<file path="src/rtl/duck_hunt_pkg.sv">
// Shared light-gun definitions: shot FSM states, flash phase encoding and
// counter width, used by the hit detector and the pattern generator.
package duck_hunt_pkg;

  localparam int CNT_W = 19;

  typedef enum logic [2:0] {
    ST_IDLE   = 3'd0,
    ST_ARM    = 3'd1,
    ST_BLACK  = 3'd2,
    ST_WHITE  = 3'd3,
    ST_DECIDE = 3'd4,
    ST_HOLD   = 3'd5
  } zap_state_e;

  typedef enum logic [1:0] {
    FLASH_NORMAL = 2'b00,
    FLASH_BLACK  = 2'b01,
    FLASH_WHITE  = 2'b10
  } flash_phase_e;

  function automatic flash_phase_e phase_of(input zap_state_e s);
    case (s)
      ST_BLACK: phase_of = FLASH_BLACK;
      ST_WHITE: phase_of = FLASH_WHITE;
      default:  phase_of = FLASH_NORMAL;
    endcase
  endfunction

endpackage

</file>
<file path="src/rtl/sync_debounce.sv">
// 2-FF synchronizer followed by a press debouncer: level goes high after
// DEBOUNCE_CYCLES consecutive synchronized high samples, drops on any low.
module sync_debounce #(
  parameter int DEBOUNCE_CYCLES = 250000
) (
  input  logic clk,
  input  logic rst_n,
  input  logic din,
  output logic level_o
);
  import duck_hunt_pkg::*;

  localparam int CW = (DEBOUNCE_CYCLES < 2) ? 1 : $clog2(DEBOUNCE_CYCLES + 1);

  logic [1:0]    sync_q, sync_d;
  logic [CW-1:0] cnt_q, cnt_d;
  logic          db_q, db_d;

  always_comb begin
    sync_d = {sync_q[0], din};
    cnt_d  = cnt_q;
    db_d   = db_q;
    if (!sync_q[1]) begin
      cnt_d = '0;
      db_d  = 1'b0;
    end else if (cnt_q == CW'(DEBOUNCE_CYCLES - 1)) begin
      db_d = 1'b1;
    end else begin
      cnt_d = cnt_q + CW'(1);
    end
  end

  always_ff @(posedge clk or negedge rst_n) begin
    if (!rst_n) begin
      sync_q <= '0;
      cnt_q  <= '0;
      db_q   <= 1'b0;
    end else begin
      sync_q <= sync_d;
      cnt_q  <= cnt_d;
      db_q   <= db_d;
    end
  end

  assign level_o = db_q;

endmodule

</file>
<file path="src/rtl/zapper_hit_detect.sv">
// Zapper hit detector: on a debounced trigger, flashes one black and one white
// frame, counts photodiode pixels in each, and pulses hit or miss.
module zapper_hit_detect #(
  parameter int DEBOUNCE_CYCLES = 250000,
  parameter int LIGHT_MIN       = 64,
  parameter int DARK_MAX        = 16
) (
  input  logic       clk,
  input  logic       rst_n,
  input  logic       trigger_raw,
  input  logic       light_n,
  input  logic       valid,
  input  logic [9:0] row,
  input  logic [9:0] col,
  output logic [1:0] flash_phase,
  output logic       busy,
  output logic       hit,
  output logic       miss
);
  import duck_hunt_pkg::*;

  // Assert asynchronously, release on the second clk edge after rst_n rises.
  logic [1:0] rst_sync_q, rst_sync_d;
  logic       rst_int_n;

  assign rst_sync_d = {rst_sync_q[0], 1'b1};

  always_ff @(posedge clk or negedge rst_n) begin
    if (!rst_n) rst_sync_q <= '0;
    else        rst_sync_q <= rst_sync_d;
  end

  assign rst_int_n = rst_sync_q[1];

  logic trig_db;

  sync_debounce #(.DEBOUNCE_CYCLES(DEBOUNCE_CYCLES)) u_trig (
    .clk     (clk),
    .rst_n   (rst_int_n),
    .din     (trigger_raw),
    .level_o (trig_db)
  );

  logic [1:0] light_sync_q, light_sync_d;
  assign light_sync_d = {light_sync_q[0], light_n};

  zap_state_e       state_q, state_d;
  logic [CNT_W-1:0] dark_cnt_q, dark_cnt_d;
  logic [CNT_W-1:0] lit_cnt_q, lit_cnt_d;
  logic             sof, light_seen, decide_hit;

  assign sof        = (row == 10'd0) && (col == 10'd0);
  assign light_seen = valid && !light_sync_q[1];
  assign decide_hit = (dark_cnt_q <= CNT_W'(DARK_MAX)) && (lit_cnt_q >= CNT_W'(LIGHT_MIN));

  always_comb begin
    state_d    = state_q;
    dark_cnt_d = dark_cnt_q;
    lit_cnt_d  = lit_cnt_q;
    case (state_q)
      ST_IDLE:   if (trig_db) state_d = ST_ARM;
      ST_ARM: begin
        if (sof) begin
          state_d    = ST_BLACK;
          dark_cnt_d = '0;
          lit_cnt_d  = '0;
        end
      end
      ST_BLACK: begin
        if (light_seen && (dark_cnt_q != '1)) dark_cnt_d = dark_cnt_q + CNT_W'(1);
        if (sof) state_d = ST_WHITE;
      end
      ST_WHITE: begin
        if (light_seen && (lit_cnt_q != '1)) lit_cnt_d = lit_cnt_q + CNT_W'(1);
        if (sof) state_d = ST_DECIDE;
      end
      ST_DECIDE: state_d = ST_HOLD;
      // Park here while the trigger is still held so one press is one shot.
      ST_HOLD:   if (!trig_db) state_d = ST_IDLE;
      default:   state_d = ST_IDLE;
    endcase
  end

  always_ff @(posedge clk or negedge rst_int_n) begin
    if (!rst_int_n) begin
      light_sync_q <= '0;
      state_q      <= ST_IDLE;
      dark_cnt_q   <= '0;
      lit_cnt_q    <= '0;
    end else begin
      light_sync_q <= light_sync_d;
      state_q      <= state_d;
      dark_cnt_q   <= dark_cnt_d;
      lit_cnt_q    <= lit_cnt_d;
    end
  end

  // Outputs decode the state register so reset clears them without a clock.
  assign flash_phase = phase_of(state_q);
  assign busy        = (state_q == ST_ARM) || (state_q == ST_BLACK) ||
                       (state_q == ST_WHITE) || (state_q == ST_DECIDE);
  assign hit         = (state_q == ST_DECIDE) && decide_hit;
  assign miss        = (state_q == ST_DECIDE) && !decide_hit;

endmodule

</file>
<file path="config.mk">
export PLATFORM = sky130hd
export DESIGN_NAME = zapper_hit_detect
export DESIGN_NICKNAME = d
export VERILOG_FILES = /design/src/rtl/duck_hunt_pkg.sv /design/src/rtl/sync_debounce.sv /design/src/rtl/zapper_hit_detect.sv
export SDC_FILE = /design/constraint.sdc
export NUM_CORES = 1
export LEC_CHECK = 0
export BUFFER_PORTS_ARGS = -buffer_cell sky130_fd_sc_hd__buf_2
export CORE_MARGIN = 2
export CORE_UTILIZATION = 45
export CTS_CLUSTER_SIZE = 24
export DETAILED_ROUTE_END_ITERATION = 7
export SYNTH_ARGS = -nofsm -noshare
export SYNTH_HDL_FRONTEND = slang
export SYNTH_SLANG_ARGS = --single-unit
</file>
<file path="constraint.sdc">
create_clock -name clk -period 2.5 [get_ports clk]
set_clock_uncertainty 0.1 [all_clocks]
set_input_delay 0 -clock clk [delete_from_list [all_inputs] [get_ports clk]]
set_output_delay 0 -clock clk [all_outputs]
set_load 0.005 [all_outputs]
</file>
# --- Yosys cells after proc, flatten, opt, wreduce, memory -nomap -nowiden ---
# Cells that the tools add are included.
classes:
  eq_ne: 17
  magnitude_cmp: 2
  mux: 16
  reduce_logical: 20
  add_sub_neg: 3
ops:
  columns: ["op", "n"]
  rows:
  - ["$pmux W19 S2", 2]
  - ["$mux W19", 3]
  - ["$add A19 B1 Y19 const B", 2]
  - ["$ne A19 B19 Y1 const B", 2]
  - ["$mux W18", 2]
  - ["$logic_not A10 Y1", 2]
  - ["$ge A19 B7 Y1 const B", 1]
  - ["$le A19 B5 Y1 const B", 1]
  - ["$add A18 B1 Y18 const B", 1]
  - ["$eq A18 B18 Y1 const B", 1]
  - ["$pmux W3 S6", 1]
  - ["$ne A2 B2 Y1 const B", 8]
  - ["$mux W3", 5]
  - ["$logic_and A1 B1 Y1", 7]
  - ["$eq A3 B2 Y1 const B", 2]
  - ["$eq A3 B3 Y1 const B", 2]
  - ["$reduce_and A3 Y1", 2]
  - ["$reduce_and A5 Y1", 1]
  - ["$pmux W2 S2", 1]
  - ["$reduce_bool A2 Y1", 2]
  - ["$eq A3 B1 Y1 const B", 1]
  - ["$logic_not A3 Y1", 1]
  - ["$logic_or A1 B1 Y1", 3]
  - ["$logic_not A1 Y1", 2]
  - ["2 further kinds", 3]
totals:
  wordCells: 66
  reg_bits: 66
  input_bits: 25

# --- Depth between registers and ports, before layout ---
depth:
  ltp_word: 5
  mapped_depth: 9
  depth_no_buf: 7

# --- Modules after synthesis ---
# Synthesis repeated with hierarchy kept, for this count alone.
unflattened:
  cells_unflattened: 412
  area_unflattened_um2: 3764.9
by_module_without_submodules:
  columns: ["module", "seq_area_each_um2", "area_each_um2", "cells_per_inst", "n_inst"]
  rows:
  - ["zapper_hit_detect", 1126.1, 2718.9, 307, 1]
  - ["sync_debounce", 525.5, 1046.0, 105, 1]

# --- Worst setup path before layout ---
# No wires, ideal clock.
synth_timing:
  kind: "register to register"
  from: "reg lit_cnt_q[0]"
  to: "reg lit_cnt_q[10]"
  setup_time_ns: 0.082
  setup_slack_ns: 0.448
  path_buffers: 2
  required_time_ns: 2.318
  stages_incl_launch_ff: 9
  t_arrival_ns: 1.870
  synth_period_minus_slack_ns: 2.052
  cell_sequence: "dfrtp_1 > ha_1 > and3_1 > buf_2 > and3_1 > a41oi_2 > clkbuf_1 > a21oi_1 > a31oi_1"
synth_via:
  elab_chain_len: 4
  word_cells_on_any_way: 7
  cone_classes: "add/sub: 1; eq/ne: 2; mux: 2; reduce/logical: 2"
synth_lines:
  columns: ["item", "line", "text"]
  rows:
  - ["start: declaration", "zapper_hit_detect.sv:49", "logic [CNT_W-1:0] lit_cnt_q, lit_cnt_d;"]
  - ["start signal: assignment", "zapper_hit_detect.sv:94", "lit_cnt_q <= lit_cnt_d;"]
  - ["branches (longest 4 deep; another with $add A19 B1 Y19)", null, null]
# Parallel ways; which one is timed is not known. The select of a mux whose other input is x is not followed.
# A chain may end at the register's enable or synchronous reset.

# --- Worst setup path in the final report ---
layout_timing:
  from: "reg dark_cnt_q[0]"
  to: "reg dark_cnt_q[13]"
layout_via:
  elab_chain_len: 4
  word_cells_on_any_way: 7
  cone_classes: "add/sub: 1; eq/ne: 2; mux: 2; reduce/logical: 2"
layout_lines:
  columns: ["item", "line", "text"]
  rows:
  - ["start: declaration", "zapper_hit_detect.sv:48", "logic [CNT_W-1:0] dark_cnt_q, dark_cnt_d;"]
  - ["start signal: assignment", "zapper_hit_detect.sv:93", "dark_cnt_q <= dark_cnt_d;"]
  - ["branches (longest 4 deep; another with $add A19 B1 Y19)", null, null]
# Parallel ways; which one is timed is not known. The select of a mux whose other input is x is not followed.

==> flow_metrics.py <==
metrics = {
    "timing": {
        "grt_setup_unrepaired": "no",
        "hold_viol_final": 0,
        "period_needed_ps": 2240,
        "fmax_mhz": 447,
        "slew_violations": 0,
        "slew_headroom_pct": 47.5,
        "min_period_over_period_pct": 89.5,
        "setup_tns_ps": 0,
        "tightestPinTransition_ps": 788,
        "setup_viol": 0,
    },
    "finish": {
        "area_delta_synth_final_pct": 14.3,
        "antenna_cells": 0,
        "final_common_cell": "dfrtp_1",
        "drive_above_1_share_pct": 14.5,
        "layout.nets": 472,
        "final_cell_mix": "65 x dfrtp_1, 48 x nand2_1, 29 x a31oi_1, 29 x buf_2, 25 x nor2_1",
    },
    "worst_setup_path": {
        "max_stage_delay_ps": 490,
        "crit_slowest_cell": "nor4_1",
        "cp-start-kind": "register",
        "critPathKind": "register to register",
        "cp-end-kind": "register",
        "worstPathMaxFanout": 14,
        "cp.required_ps": 2650,
        "worstPathArrival_ps": 2390,
        "cp_cell_sequence": "ha_1 -> nand2_1 -> nor4_1 -> a21oi_1 -> o21a_1 -> a22o_1",
    },
    "clock_network": {
        "clk_latency_ps": 360,
        "clk_pin_slew_worst_paths_ps": 90,
        "ctsHtreeMaxLevel": 3,
        "cts.path.max_buffers": 2,
        "cts_tree": "built",
        "cts_made_buffers": 9,
        "clkSinkCount": 66,
        "cts-root-buf": "clkbuf_8",
    },
    "placed_design": {
        "portBuffers": 29,
        "hpwl_um": 5690,
        "gp_congestion": 0.877,
    },
    "floorplanning": {
        "start_util_pct": 46.8,
        "die_y_um": 93.9,
        "die_area_um2": 8820,
        "std_cell_rows": 32,
        "die_width_um": 93.9,
        "io-pin-count": 30,
        "coreArea_um2": 7770,
    },
    "logic_synthesis": {
        "yosysTopAreaCell": "dfrtp_1",
        "syn_area_um2": 3640,
        "yosys_warnings": 0,
        "ys_types": 54,
        "ys_top_cells_by_area": "dfrtp_1 45%, a31oi_1 5.0%, nand2_1 5.0%, nor4_1 3.1%, a21oi_1 2.6%",
        "synth_ff_type": "dfrtp_1",
        "synthCells": 406,
        "syn_nets": 436,
        "synth_top_cell_area_share_pct": 45.4,
        "ys_seq_elements": 66,
        "ys_seq_area_share_pct": 45.4,
        "async_reset_ff_share_pct": 100,
        "synth_edf_count": 0,
        "avgSynthCellArea_um2": 8.96,
    },
    "pwr": {
        "p_sw_w": 0.000680,
        "power_switching_share_pct": 27.6,
        "seq_power_share_pct": 48.7,
        "p_total_w": 0.00247,
        "p_leak_nw": 1.82,
        "peakVddDrop_mv": 0.326,
        "p_int_w": 0.00179,
        "p_clk_share_pct": 41.8,
        "power_density_nw_per_um2": 593,
        "comb_power_share_pct": 9.6,
    },
    "route": {
        "vias": 3146,
        "drt-total-wl_um": 8100,
        "wire_per_inst_um": 14.8,
        "antenna_left": 0,
        "drc": 0,
        "via_per_inst": 5.73,
        "firstDrtPassIters": 5,
        "initialDrtViolationCount": 148,
    },
    "global_routing": {
        "grt_pass1_wl_um": 14300,
        "grt_pass1_vias": 3139,
        "overflow": 0,
        "grtUsageTotal_pct": 20.7,
        "antenna_found_initial": 0,
        "grt_max_degree": 65,
    },
    "run": {
        "drv_cap": 0,
    },
    "worst_hold_path": {
        "min-delay-path-class": "input pin to register",
    },
    "run_status": {
        "status": "completed",
    },
}
[what timing repair did]
item	CTS	global route
gates resized for setup	0	0
hold endpoints to repair	4	0
setup buffers	0	0
hold buffers	4	0
[through the flow]
step           hold WS, ps  util (%)  setup WS (ps)  instance area (um^2)  std cells
6_report              69.8      53.6            263                  4160        549
5_1_grt                134      53.6           65.5                  4160        549
4_1_cts               66.4      53.6            235                  4160        549
3_5_place_dp          -309      50.1            286                  3890        529
3_3_place_gp          -316      50.1            383                  3890        529
2_1_floorplan         -396         -            426                  3640        406
[cell families after synthesis]
kind of cell               count (synthesis)  share of synthesized area [%]
DFF                                       66                           45.4
and+or+nand+nor                          188                           27.5
adders and majority gates                  5                           1.72
xor gates and xnor gates                  13                           3.13
other                                      1                          0.103
AOI/OAI and AO/OA                         95                           16.8
muxes                                      4                           1.13
buffers and inverters                     34                           4.23
[power groups by stage]
stage	combinational (W)	sequential, W	clock, W
floorplan	0.000171	0.00120	0
global placement	0.000231	0.00122	0
detailed placement	0.000234	0.00122	0
CTS	0.000239	0.00120	0.00106
global route	0.000277	0.00121	0.00111
finish	0.000236	0.00120	0.00103
[per-layer routing]
metal,track usage (%),vias to the layer above,share of wire [%]
met4,7.85,0,1.6
met2,33.9,76,47
met1,27.2,1497,47
met5,0,-,0
li1,-,1561,-
met3,4.17,12,3.8
[cell usage after synthesis (13+ instances only)]
master and instances:
and2_1 13, nand2_1 48, dfrtp_1 66, nor2_1 25, nor4_1 18, inv_1 13, and3_1 13, nand3_1 19
o21ai_0 17, a31oi_1 29, a21oi_1 19
[final cells by class]
type / count / area (um^2)
Fill cell: 750 / 3610
Sequential cell: 66 / 1650
Timing Repair Buffer: 43 / 260
Clock inverter: 7 / 103
Multi-Input combinational cell: 306 / 1830
Inverter: 16 / 60.1
Tap cell: 102 / 128
Clock buffer: 9 / 124
[registers in the layout (all words and copies together) (netlist names)]
name	cells
dark_cnt_q	19
light_sync_q	2
lit_cnt_q	19
rst_sync_q	2
state_q	3
u_trig.cnt_q	18
u_trig.level_o	1
u_trig.sync_q	2
[worst max-delay path: cells and delay by family, from the launching register on]
kind	cells	cell delay, ps
AND/OR/NAND/NOR	2	620
flip-flops	1	400
adder cells (fa/ha/maj)	1	220
AO/OA/AOI/OAI	3	800
[worst paths after layout]
path	to	slack (ps)	cells after the start	startpoint
worst max-delay path	dark_cnt_q[13]	260	6	dark_cnt_q[0]
max in group asynchronous	dark_cnt_q[4]	1440	1	rst_sync_q[1]
min in group asynchronous	u_trig.sync_q[0]	340	1	rst_sync_q[1]
worst max register to register	dark_cnt_q[13]	260	6	dark_cnt_q[0]
worst min register to register	u_trig.sync_q[1]	260	0	u_trig.sync_q[0]
worst min-delay path	dark_cnt_q[5]	70	5	valid
(Power assumes the default switching activity.)
